**config.mk**
```make
export PLATFORM = sky130hd
export DESIGN_NAME = tcm_ram_arb
export DESIGN_NICKNAME = d
export VERILOG_FILES = /design/src/rtl/tcm_pkg.sv /design/src/rtl/tcm_starve_cnt.sv /design/src/rtl/tcm_ram_arb.sv
export SDC_FILE = /design/constraint.sdc
export NUM_CORES = 1
export LEC_CHECK = 0
export ABC_AREA = 0
export CORE_AREA = 2 2 113 115
export DETAILED_ROUTE_END_ITERATION = 8
export DIE_AREA = 0 0 115 117
export GPL_TIMING_DRIVEN = 0
export PLACE_DENSITY = 0.66
export SYNTH_ARGS = -nofsm -noshare
export SYNTH_HDL_FRONTEND = slang
export SYNTH_SLANG_ARGS = --single-unit
```
**constraint.sdc**
```tcl
create_clock -name clk_i -period 2.5 [get_ports clk_i]
set_input_delay 0.625 -clock clk_i [delete_from_list [all_inputs] [get_ports clk_i]]
set_output_delay 0.625 -clock clk_i [all_outputs]
set_load 0.02 [all_outputs]
```
**src/rtl/tcm_pkg.sv**
```systemverilog
// Shared constants for the tightly coupled memory arbiters.
package tcm_pkg;

    localparam int TCM_ADDR_W  = 14;
    localparam int TCM_DATA_W  = 32;
    localparam int TCM_STRB_W  = TCM_DATA_W / 8;

    // Bit positions inside the registered read-owner vector
    localparam int RD_OWN_AXI  = 0;
    localparam int RD_OWN_CORE = 1;

endpackage

```
**src/rtl/tcm_starve_cnt.sv**
```systemverilog
// Saturating count of consecutive lost arbitration cycles; flags starvation at MAX.
module tcm_starve_cnt #(
    parameter int MAX = 4
) (
    input  logic clk,
    input  logic rst_n,
    input  logic lose,
    input  logic win,
    output logic starve
);

    localparam int W = $clog2(MAX + 1);

    logic [W-1:0] wait_q;

    always_ff @(posedge clk or negedge rst_n) begin
        if (!rst_n) begin
            wait_q <= '0;
        end else if (win) begin
            wait_q <= '0;
        end else if (lose && (wait_q != W'(MAX))) begin
            wait_q <= wait_q + 1'b1;
        end
    end

    assign starve = (wait_q == W'(MAX));

endmodule

```
**src/rtl/tcm_ram_arb.sv**
```systemverilog
// Data-side TCM arbiter: AXI bridge RAM port and CPU core port share one
// single-port SRAM; core has priority until the bridge has starved STARVE_MAX cycles.
module tcm_ram_arb
    import tcm_pkg::*;
#(
    parameter int ADDR_W     = TCM_ADDR_W,
    parameter int STARVE_MAX = 4
) (
    input  logic                  clk_i,
    input  logic                  rst_ni,

    input  logic [TCM_STRB_W-1:0] axi_ram_wr_i,
    input  logic                  axi_ram_rd_i,
    input  logic [31:0]           axi_ram_addr_i,
    input  logic [31:0]           axi_ram_write_data_i,
    output logic                  axi_ram_accept_o,
    output logic [31:0]           axi_ram_read_data_o,

    input  logic [TCM_STRB_W-1:0] core_wr_i,
    input  logic                  core_rd_i,
    input  logic [31:0]           core_addr_i,
    input  logic [31:0]           core_write_data_i,
    output logic                  core_accept_o,
    output logic                  core_ack_o,
    output logic [31:0]           core_read_data_o,

    output logic                  sram_cs_o,
    output logic [TCM_STRB_W-1:0] sram_we_o,
    output logic [ADDR_W-1:0]     sram_addr_o,
    output logic [31:0]           sram_wdata_o,
    input  logic [31:0]           sram_rdata_i
);

    logic req_b;
    logic req_c;
    logic grant_b;
    logic grant_c;
    logic starve;
    logic rd_b;
    logic rd_c;

    logic [1:0]  rd_own_q;
    logic        core_ack_q;
    logic [31:0] core_rdata_q;

    assign req_b = axi_ram_rd_i | (|axi_ram_wr_i);
    assign req_c = core_rd_i | (|core_wr_i);

    // Grants are forced low while reset is held so nothing reaches the SRAM
    assign grant_b = rst_ni & req_b & (~req_c | starve);
    assign grant_c = rst_ni & req_c & ~grant_b;

    assign axi_ram_accept_o = grant_b;
    assign core_accept_o    = grant_c;

    // A write strobe overrides a simultaneous read on the same port
    assign rd_b = grant_b & axi_ram_rd_i & ~(|axi_ram_wr_i);
    assign rd_c = grant_c & core_rd_i & ~(|core_wr_i);

    tcm_starve_cnt #(
        .MAX    (STARVE_MAX)
    ) u_starve (
        .clk    (clk_i),
        .rst_n  (rst_ni),
        .lose   (req_b & ~grant_b),
        .win    (grant_b),
        .starve (starve)
    );

    always_comb begin
        sram_cs_o    = grant_b | grant_c;
        sram_we_o    = '0;
        sram_addr_o  = core_addr_i[ADDR_W+1:2];
        sram_wdata_o = core_write_data_i;
        if (grant_b) begin
            sram_we_o    = axi_ram_wr_i;
            sram_addr_o  = axi_ram_addr_i[ADDR_W+1:2];
            sram_wdata_o = axi_ram_write_data_i;
        end else if (grant_c) begin
            sram_we_o    = core_wr_i;
        end
    end

    always_ff @(posedge clk_i or negedge rst_ni) begin
        if (!rst_ni) begin
            rd_own_q   <= '0;
            core_ack_q <= 1'b0;
        end else begin
            rd_own_q[RD_OWN_CORE] <= rd_c;
            rd_own_q[RD_OWN_AXI]  <= rd_b;
            core_ack_q            <= grant_c;
        end
    end

    always_ff @(posedge clk_i or negedge rst_ni) begin
        if (!rst_ni) begin
            core_rdata_q <= '0;
        end else if (rd_own_q[RD_OWN_CORE]) begin
            core_rdata_q <= sram_rdata_i;
        end
    end

    // The bridge qualifies its read data with its own accept history
    assign axi_ram_read_data_o = sram_rdata_i;
    assign core_read_data_o    = rd_own_q[RD_OWN_CORE] ? sram_rdata_i : core_rdata_q;
    assign core_ack_o          = core_ack_q;

    logic unused_bits;
    assign unused_bits = ^{axi_ram_addr_i[31:ADDR_W+2], axi_ram_addr_i[1:0],
                           core_addr_i[31:ADDR_W+2], core_addr_i[1:0],
                           rd_own_q[RD_OWN_AXI]};

endmodule

```
==> run summary, run 1 <==
most prevalent standard cell on the critical path: sky130_fd_sc_hd__buf_6
part of the power in combinational logic: 0.594
DRT iter0 DRCs: 49
worst skew pair latency: 270 ps
1st-pass router iterations: 4
pin count of the biggest net entering global routing: 39
initial standard-cell utilization of the core: 0.203
count leader, synth: sky130_fd_sc_hd__mux2_2
ratio of total power to cell area: 620 nW/um^2
hold buffers post-CTS: 0
setup clock skew after layout: 4.07 ps
area occupied by registers: 927 um^2
peak clock frequency supported by timing: 340 MHz
mean post-synth cell area: 12.4 um^2
time the final worst path needs with I/O delays and setup: 2940 ps
global-route wire length before repair: 12900 um
gate family responsible for the most delay along the worst path: simple AND/OR/NAND/NOR gates
path class of the lowest-slack min-delay path: input pin to asynchronous set/reset pin
required time reported for the critical path endpoint: 1880 ps
Final Max Tran Viols: 0
slew margin rel.: 0.762
Synth async-reset ratio: 1.00
final count of hold timing violations: 0
routed via count divided by cell count: 4.00
sum of internal, switching and leakage power: 0.00348 W
summed instance area of the synthesized netlist: 2490 um^2
share of post-route cells with drive strength above 1: 0.444
CP Class: input pin to primary output
crit share post-route: 1.18
floorplan die width: 115 um
post-detailed-route count of antenna-violating nets: 0
outcome: finished, violations left
vias: 2495
level count of the clock H-tree: 2
area leader, netlist: sky130_fd_sc_hd__dfrtp_1
total nets after synthesis: 375
final global-route overflow total: 0
Net count, final: 646
clock tree from TritonCTS: yes
filler cell count: 1143
area added between synthesis and finish: 125%
overall fraction of global-route tracks in use: 0.120
share of the synthesized area in the top cell type: 0.371
post-route cell area: 5610 um^2
Sw Share: 0.349
instance area after placement: 5220 um^2
buffer cell driving the clock tree root: sky130_fd_sc_hd__clkbuf_16
setup tns final: -19620 ps
area of combinational cells with multiple inputs: 1310 um^2
cells after synthesis: 201
worst supply voltage drop on vdd: 0.373 mV
final-report setup violation count: 53
floorplan core area: 12300 um^2
I/O pin count: 290
number of distinct standard cells referenced by the synthesized netlist: 29
Psw: 0.00121 W
site row count: 41
clock transition at the registers of the reported paths: 60 ps
internal portion of total power: 0.00226 W
synth top area cells: sky130_fd_sc_hd__dfrtp_1, sky130_fd_sc_hd__mux2_2, sky130_fd_sc_hd__mux2_4, sky130_fd_sc_hd__buf_4, sky130_fd_sc_hd__buf_6
Antenna Cells: 0
number of synthesized register bits: 37
clock share of power: 0.170
number of global-route vias before repair: 2566
yosys synthesis warning count: 0
failing checks: negative setup slack
CP Capture Type: primary output
number of design rule violations left after detail routing: 0
Total Die Area: 13500 um^2
buffering stage count on the worst path with inverters included: 4
setup repair after global routing missed its margin: yes
Slowest-stage cell, CP: sky130_fd_sc_hd__or4_4
measured slew at the worst slew-check pin: 354 ps
Cell Chain, Critical Path: buf_6 -> or2_4 -> or4_4 -> nand3_4 -> buf_12 -> clkbuf_16 -> mux2_4 -> buf_6
Worst Setup Slack, final: -439 ps
sequential fraction of design power: 0.237
crit path DAT: 2310 ps
Max Fanout on Critical Path: 8
slack of the worst reg-to-reg path: 780 ps
final HPWL from detailed placement: 7340 um
total clock sinks: 37
number of antenna violations at the first check in global routing: 0
standby leakage power: 2.78 nW
number of buffers on the longest clock path: 2
Die Height: 117 um
Slowest Stage Delay on Critical Path: 510 ps
MaxCap Viol Count: 0
Main synth FF type: sky130_fd_sc_hd__dfrtp_1
count of buffers from port buffering: 253
global placer's final weighted congestion: 0.711
Post-synth EDFFs: 0
post-DR wirelength/cell: 14.4 um
drt total wl: 8940 um
number of CTS-inserted buffers: 5
sequential cell area fraction in the yosys report: 0.371
nature of the critical path startpoint: input pin
Post-synth top cells: sky130_fd_sc_hd__mux2_2, sky130_fd_sc_hd__dfrtp_1, sky130_fd_sc_hd__buf_4
metrics by stage:
| step | setup WS, ps | cells | utilization | hold WS, ps |
|---|---|---|---|---|
| floorplan | -198 | 201 | - | 329 |
| global placement | -2190 | 604 | 0.424 | 479 |
| finish | -439 | 623 | 0.456 | 240 |
| global route | -488 | 623 | 0.456 | 262 |
| CTS | -547 | 625 | 0.455 | 325 |
| detailed placement | -1290 | 604 | 0.424 | 484 |
registers in the layout, summed over array words and instances (netlist names):
name	flops
u_starve.wait_q	3
rd_own_q	1
core_rdata_q	32
core_ack_o	1
logic make-up (layout without fill, tap and decap cells):
logic type | Yosys count | in the layout | synth area share
buffers and inverters | 46 | 318 | 0.130
multiplexers | 78 | 78 | 0.396
AND/OR/NAND/NOR | 22 | 22 | 0.0502
AO/OA/AOI/OAI | 16 | 16 | 0.0426
adder cells (fa/ha/maj) | 2 | 2 | 0.0100
flip-flops | 37 | 37 | 0.371
cells in the final DEF (no fill, tap or decap), types with 2 or more instances in the layout:
cell,netlist,layout
sky130_fd_sc_hd__ha_1,2,2
sky130_fd_sc_hd__nor3_1,2,2
sky130_fd_sc_hd__dlygate4sd2_1,0,25
sky130_fd_sc_hd__buf_2,2,9
sky130_fd_sc_hd__buf_4,32,48
sky130_fd_sc_hd__buf_8,0,2
sky130_fd_sc_hd__a21oi_1,5,5
sky130_fd_sc_hd__clkbuf_16,0,6
sky130_fd_sc_hd__dlymetal6s2s_1,0,9
sky130_fd_sc_hd__clkdlybuf4s15_2,0,2
sky130_fd_sc_hd__mux2_2,49,42
sky130_fd_sc_hd__buf_6,4,45
sky130_fd_sc_hd__nor2_1,8,7
sky130_fd_sc_hd__clkinv_2,0,2
sky130_fd_sc_hd__dfrtp_1,37,36
sky130_fd_sc_hd__mux2_4,29,36
sky130_fd_sc_hd__or4_4,2,2
sky130_fd_sc_hd__clkdlybuf4s50_1,0,158
sky130_fd_sc_hd__o21ai_0,5,5
sky130_fd_sc_hd__inv_1,4,3
sky130_fd_sc_hd__nand2_1,3,3
sky130_fd_sc_hd__buf_12,0,5
path summary, 6_finish.rpt:
| check | from | to | depth (start not counted) |
|---|---|---|---|
| setup / recovery | axi_ram_rd_i | sram_wdata_o[5] | 8 |
| hold / removal | rst_ni | core_rdata_q[23] | 1 |
| setup reg to reg | u_starve.wait_q[0] | u_starve.wait_q[2] | 10 |
| hold reg to reg | core_rdata_q[5] | core_rdata_q[5] | 1 |
| max in group asynchronous | rst_ni | rd_own_q[1] | 1 |
| min in group clk_i | core_rdata_q[5] | core_rdata_q[5] | 1 |
worst register-to-register path: cells and delay by family, from the launching register on:
| family | cells | cell delay (ps) |
|---|---|---|
| AO/OA/AOI/OAI | 1 | 100 |
| adder cells (fa/ha/maj) | 1 | 210 |
| buffers and inverters | 5 | 480 |
| flip-flops | 1 | 380 |
| AND/OR/NAND/NOR | 3 | 460 |
layout make-up:
type | instances | area share
clock buffers | 5 | 0.0223
repair buffers | 266 | 0.476
plain buffers | 40 | 0.0620
multi-input cells | 118 | 0.234
clock inverters | 3 | 0.00312
inverters | 4 | 0.00401
flip-flops and latches | 37 | 0.165
well taps | 150 | 0.0335
power groups by stage:
| stage | Combinational (W) | Clock (W) | Sequential, W |
|---|---|---|---|
| floorplan | 0.00106 | 0 | 0.000823 |
| global placement | 0.00197 | 0 | 0.000828 |
| detailed placement | 0.00199 | 0 | 0.000836 |
| CTS | 0.00211 | 0.000617 | 0.000826 |
| global route | 0.00219 | 0.000637 | 0.000844 |
| finish | 0.00206 | 0.000589 | 0.000823 |
per-layer routing:
| metal | GRT usage | share of wire | vias to the layer above |
|---|---|---|---|
| li1 | - | - | 1217 |
| met1 | 0.152 | 0.39 | 1186 |
| met2 | 0.220 | 0.56 | 90 |
| met3 | 0.0185 | 0.050 | 2 |
| met4 | 0.0193 | 0.0045 | 0 |
| met5 | 0 | 0 | - |
what timing repair did:
action                     CTS  global route
pin swaps                    5             7
setup endpoints to repair   85            62
buffers inserted            11             3
hold endpoints to repair     0             0
cloned                       3             1
resized for setup          372            30
(Power assumes the default switching activity.)
==> inputs of run 2 (changes only) <==
ABC_CLOCK_PERIOD_IN_PS = 2500   (was default)
PLACE_DENSITY = 0.67   (was 0.66)
SYNTH_HIERARCHICAL = 1   (was default)
==> run summary, run 2 <==
Antenna Cells: 0 (unchanged)
buffer cell driving the clock tree root: sky130_fd_sc_hd__clkbuf_16
CP Class: input pin to primary output
registers with the most flip-flops: core_rdata_q (32), u_starve/wait_q (3)
global placer's final weighted congestion: 0.746 (+5.0%)
slew margin rel.: 0.757 (-0.00489)
global-route wire length before repair: 12500 um (-3.0%)
Final Max Tran Viols: 0 (unchanged)
required time reported for the critical path endpoint: 1880 ps (about the same)
number of flip-flops under the largest register name: 32 (unchanged)
clock transition at the registers of the reported paths: 60 ps (about the same)
crit path DAT: 2340 ps (+30 ps)
setup repair after global routing missed its margin: yes
yosys synthesis warning count: 6 (+6)
count leader, synth: sky130_fd_sc_hd__mux2_2
leading cell type in the layout, fill and taps excluded: sky130_fd_sc_hd__clkdlybuf4s50_1
DRT iter0 DRCs: 29 (-41%)
post-detailed-route count of antenna-violating nets: 0 (unchanged)
peak clock frequency supported by timing: 337 MHz (-0.97%)
total clock sinks: 37 (unchanged)
vias: 2513 (+0.72%)
register with the most flip-flops: core_rdata_q
Post-synth top cells: sky130_fd_sc_hd__mux2_2, sky130_fd_sc_hd__dfrtp_1, sky130_fd_sc_hd__buf_4
measured slew at the worst slew-check pin: 364 ps (+10.3 ps)
number of synthesized register bits: 37 (unchanged)
Net count, final: 650 (+0.62%)
post-DR wirelength/cell: 14.4 um (+0.15%)
worst skew pair latency: 270 ps (about the same)
count of buffers from port buffering: 253 (unchanged)
final-report setup violation count: 51 (-3.8%)
floorplan die width: 115 um (unchanged)
outcome: finished, violations left
sum of internal, switching and leakage power: 0.00380 W (+9.3%)
Total Die Area: 13500 um^2 (unchanged)
Max Fanout on Critical Path: 6 (-2)
final global-route overflow total: 0 (unchanged)
pin count of the biggest net entering global routing: 41 (+5.1%)
synth top area cells: sky130_fd_sc_hd__dfrtp_1, sky130_fd_sc_hd__mux2_2, sky130_fd_sc_hd__mux2_4, sky130_fd_sc_hd__buf_4, sky130_fd_sc_hd__buf_12
share of the synthesized area in the top cell type: 0.366 (-0.00496)
final count of hold timing violations: 0 (unchanged)
worst supply voltage drop on vdd: 0.244 mV (-35%)
number of global-route vias before repair: 2508 (-2.3%)
I/O pin count: 290 (unchanged)
commonest cells after routing, fill and taps aside: sky130_fd_sc_hd__clkdlybuf4s50_1, sky130_fd_sc_hd__buf_6, sky130_fd_sc_hd__buf_4
final HPWL from detailed placement: 7520 um (+2.4%)
MaxCap Viol Count: 0 (unchanged)
Die Height: 117 um (unchanged)
Post-synth EDFFs: 0 (unchanged)
drt total wl: 9010 um (+0.79%)
area added between synthesis and finish: 125%
site row count: 41 (unchanged)
clock tree from TritonCTS: yes
sequential cell area fraction in the yosys report: 0.366 (-0.00496)
Synth async-reset ratio: 1.00 (unchanged)
ratio of total power to cell area: 667 nW/um^2 (+7.6%)
number of design rule violations left after detail routing: 0 (unchanged)
floorplan core area: 12300 um^2 (unchanged)
CP Capture Type: primary output
area leader, netlist: sky130_fd_sc_hd__dfrtp_1
setup clock skew after layout: 4.49 ps (+0.419 ps)
initial standard-cell utilization of the core: 0.205 (+0.00274)
time the final worst path needs with I/O delays and setup: 2970 ps (+28.8 ps)
path class of the lowest-slack min-delay path: input pin to asynchronous set/reset pin
summed instance area of the synthesized netlist: 2530 um^2 (+1.4%)
worst hold margin: 241 ps (+0.792 ps)
number of CTS-inserted buffers: 5 (unchanged)
Worst Setup Slack, final: -467 ps (-28.8 ps)
cells after synthesis: 200 (-0.50%)
number of antenna violations at the first check in global routing: 0 (unchanged)
routed via count divided by cell count: 4.01 (about the same)
overall fraction of global-route tracks in use: 0.119 (-0.00127)
Main synth FF type: sky130_fd_sc_hd__dfrtp_1
filler cell count: 1180 (+3.2%)
crit share post-route: 1.19 (+0.0115)
standby leakage power: 2.70 nW (-2.6%)
number of distinct standard cells referenced by the synthesized netlist: 29 (unchanged)
level count of the clock H-tree: 2 (unchanged)
1st-pass router iterations: 4 (unchanged)
nature of the critical path startpoint: input pin
total nets after synthesis: 374 (-0.27%)
number of buffers on the longest clock path: 2 (unchanged)
failing checks: negative setup slack
mean post-synth cell area: 12.6 um^2 (+1.9%)
share of post-route cells with drive strength above 1: 0.463 (+0.0193)
==> run 2: cell count changes after synthesis, moves of 2 or more <==
cell	before	now
sky130_fd_sc_hd__nor2b_1	0	2
sky130_fd_sc_hd__a21oi_1	5	1
sky130_fd_sc_hd__o21ai_0	5	1
sky130_fd_sc_hd__buf_12	0	3
sky130_fd_sc_hd__buf_6	4	1
sky130_fd_sc_hd__nor2_1	8	5
sky130_fd_sc_hd__o22ai_1	0	4
sky130_fd_sc_hd__nand2b_1	0	2
sky130_fd_sc_hd__nand2_1	3	10
==> run 2: what timing repair did <==
| action | CTS | global route |
|---|---|---|
| endpoints found under the setup margin | 86 | 59 |
| resized for setup | 379 | 30 |
| setup buffers | 12 | 4 |
| pin swaps | 6 | 8 |
| hold buffers | 0 | 0 |
| gates cloned | 3 | 0 |
| endpoints found under the hold margin | 0 | 0 |
==> run 2: power by group <==
part / internal (W) / switching [W] / leakage (nW)
combinational: 0.00125 / 0.00101 / 2.15
sequential: 0.000776 / 0.0000562 / 0.473
clock: 0.000471 / 0.000233 / 0.0842
total: 0.00250 / 0.00130 / 2.70
==> run 2: kinds of logic after synthesis <==
group | synth area share
fa+ha+maj | 0.00989
compound gates | 0.0247
mux | 0.400
simple gates | 0.0618
buf+inv | 0.137
flops | 0.366
==> run 2: worst paths after layout <==
path | start | endpoint | slack [ps] | cells past startpoint
min in group clk_i | core_rdata_q[14] | core_rdata_q[14] | 490 | 1
setup reg to reg | u_starve/wait_q[0] | u_starve/wait_q[0] | 270 | 12
setup / recovery | core_wr_i[1] | sram_wdata_o[20] | -470 | 9
hold / removal | rst_ni | core_rdata_q[0] | 240 | 1
max in group asynchronous | rst_ni | rd_own_q[1] | 1960 | 1
hold reg to reg | core_rdata_q[14] | core_rdata_q[14] | 490 | 1
==> run 2: worst max-delay path: stages <==
cell and delay, ps:
sky130_fd_sc_hd__buf_6 100, sky130_fd_sc_hd__nor4_4 370, sky130_fd_sc_hd__a21oi_4 110, sky130_fd_sc_hd__nor3b_4 250, sky130_fd_sc_hd__buf_6 190, sky130_fd_sc_hd__buf_12 130
sky130_fd_sc_hd__buf_16 120, sky130_fd_sc_hd__mux2_4 300, sky130_fd_sc_hd__buf_6 130
==> run 2: metal layers <==
| layer | track usage | vias to the layer above | share of wire |
|---|---|---|---|
| met3 | 0.0252 | 12 | 0.065 |
| li1 | - | 1216 | - |
| met1 | 0.148 | 1162 | 0.40 |
| met4 | 0.0305 | 0 | 0.016 |
| met5 | 0 | - | 0 |
| met2 | 0.210 | 123 | 0.52 |
==> run 2: per-stage QoR <==
step / setup slack, ps / utilization / std cells / setup TNS (ps) / cell area [um^2]
6_report: -467 / 0.463 / 627 / -17380 / 5700
5_1_grt: -524 / 0.463 / 627 / -20060 / 5700
4_1_cts: -526 / 0.456 / 624 / -20140 / 5610
3_5_place_dp: -1330 / 0.427 / 603 / -67950 / 5250
3_3_place_gp: -2280 / 0.427 / 603 / -129040 / 5260
2_1_floorplan: -111 / - / 200 / -3330 / 2540
==> run 2: layout make-up <==
class / count / area (um^2) / share of cell area
clock inverters: 3 / 43.8 / 0.00768
inverters: 3 / 11.3 / 0.00198
repair buffers: 270 / 2730 / 0.478
multi-input cells: 118 / 1330 / 0.233
clock buffers: 5 / 125 / 0.0220
plain buffers: 41 / 350 / 0.0615
well taps: 150 / 188 / 0.0329
flip-flops and latches: 37 / 927 / 0.163
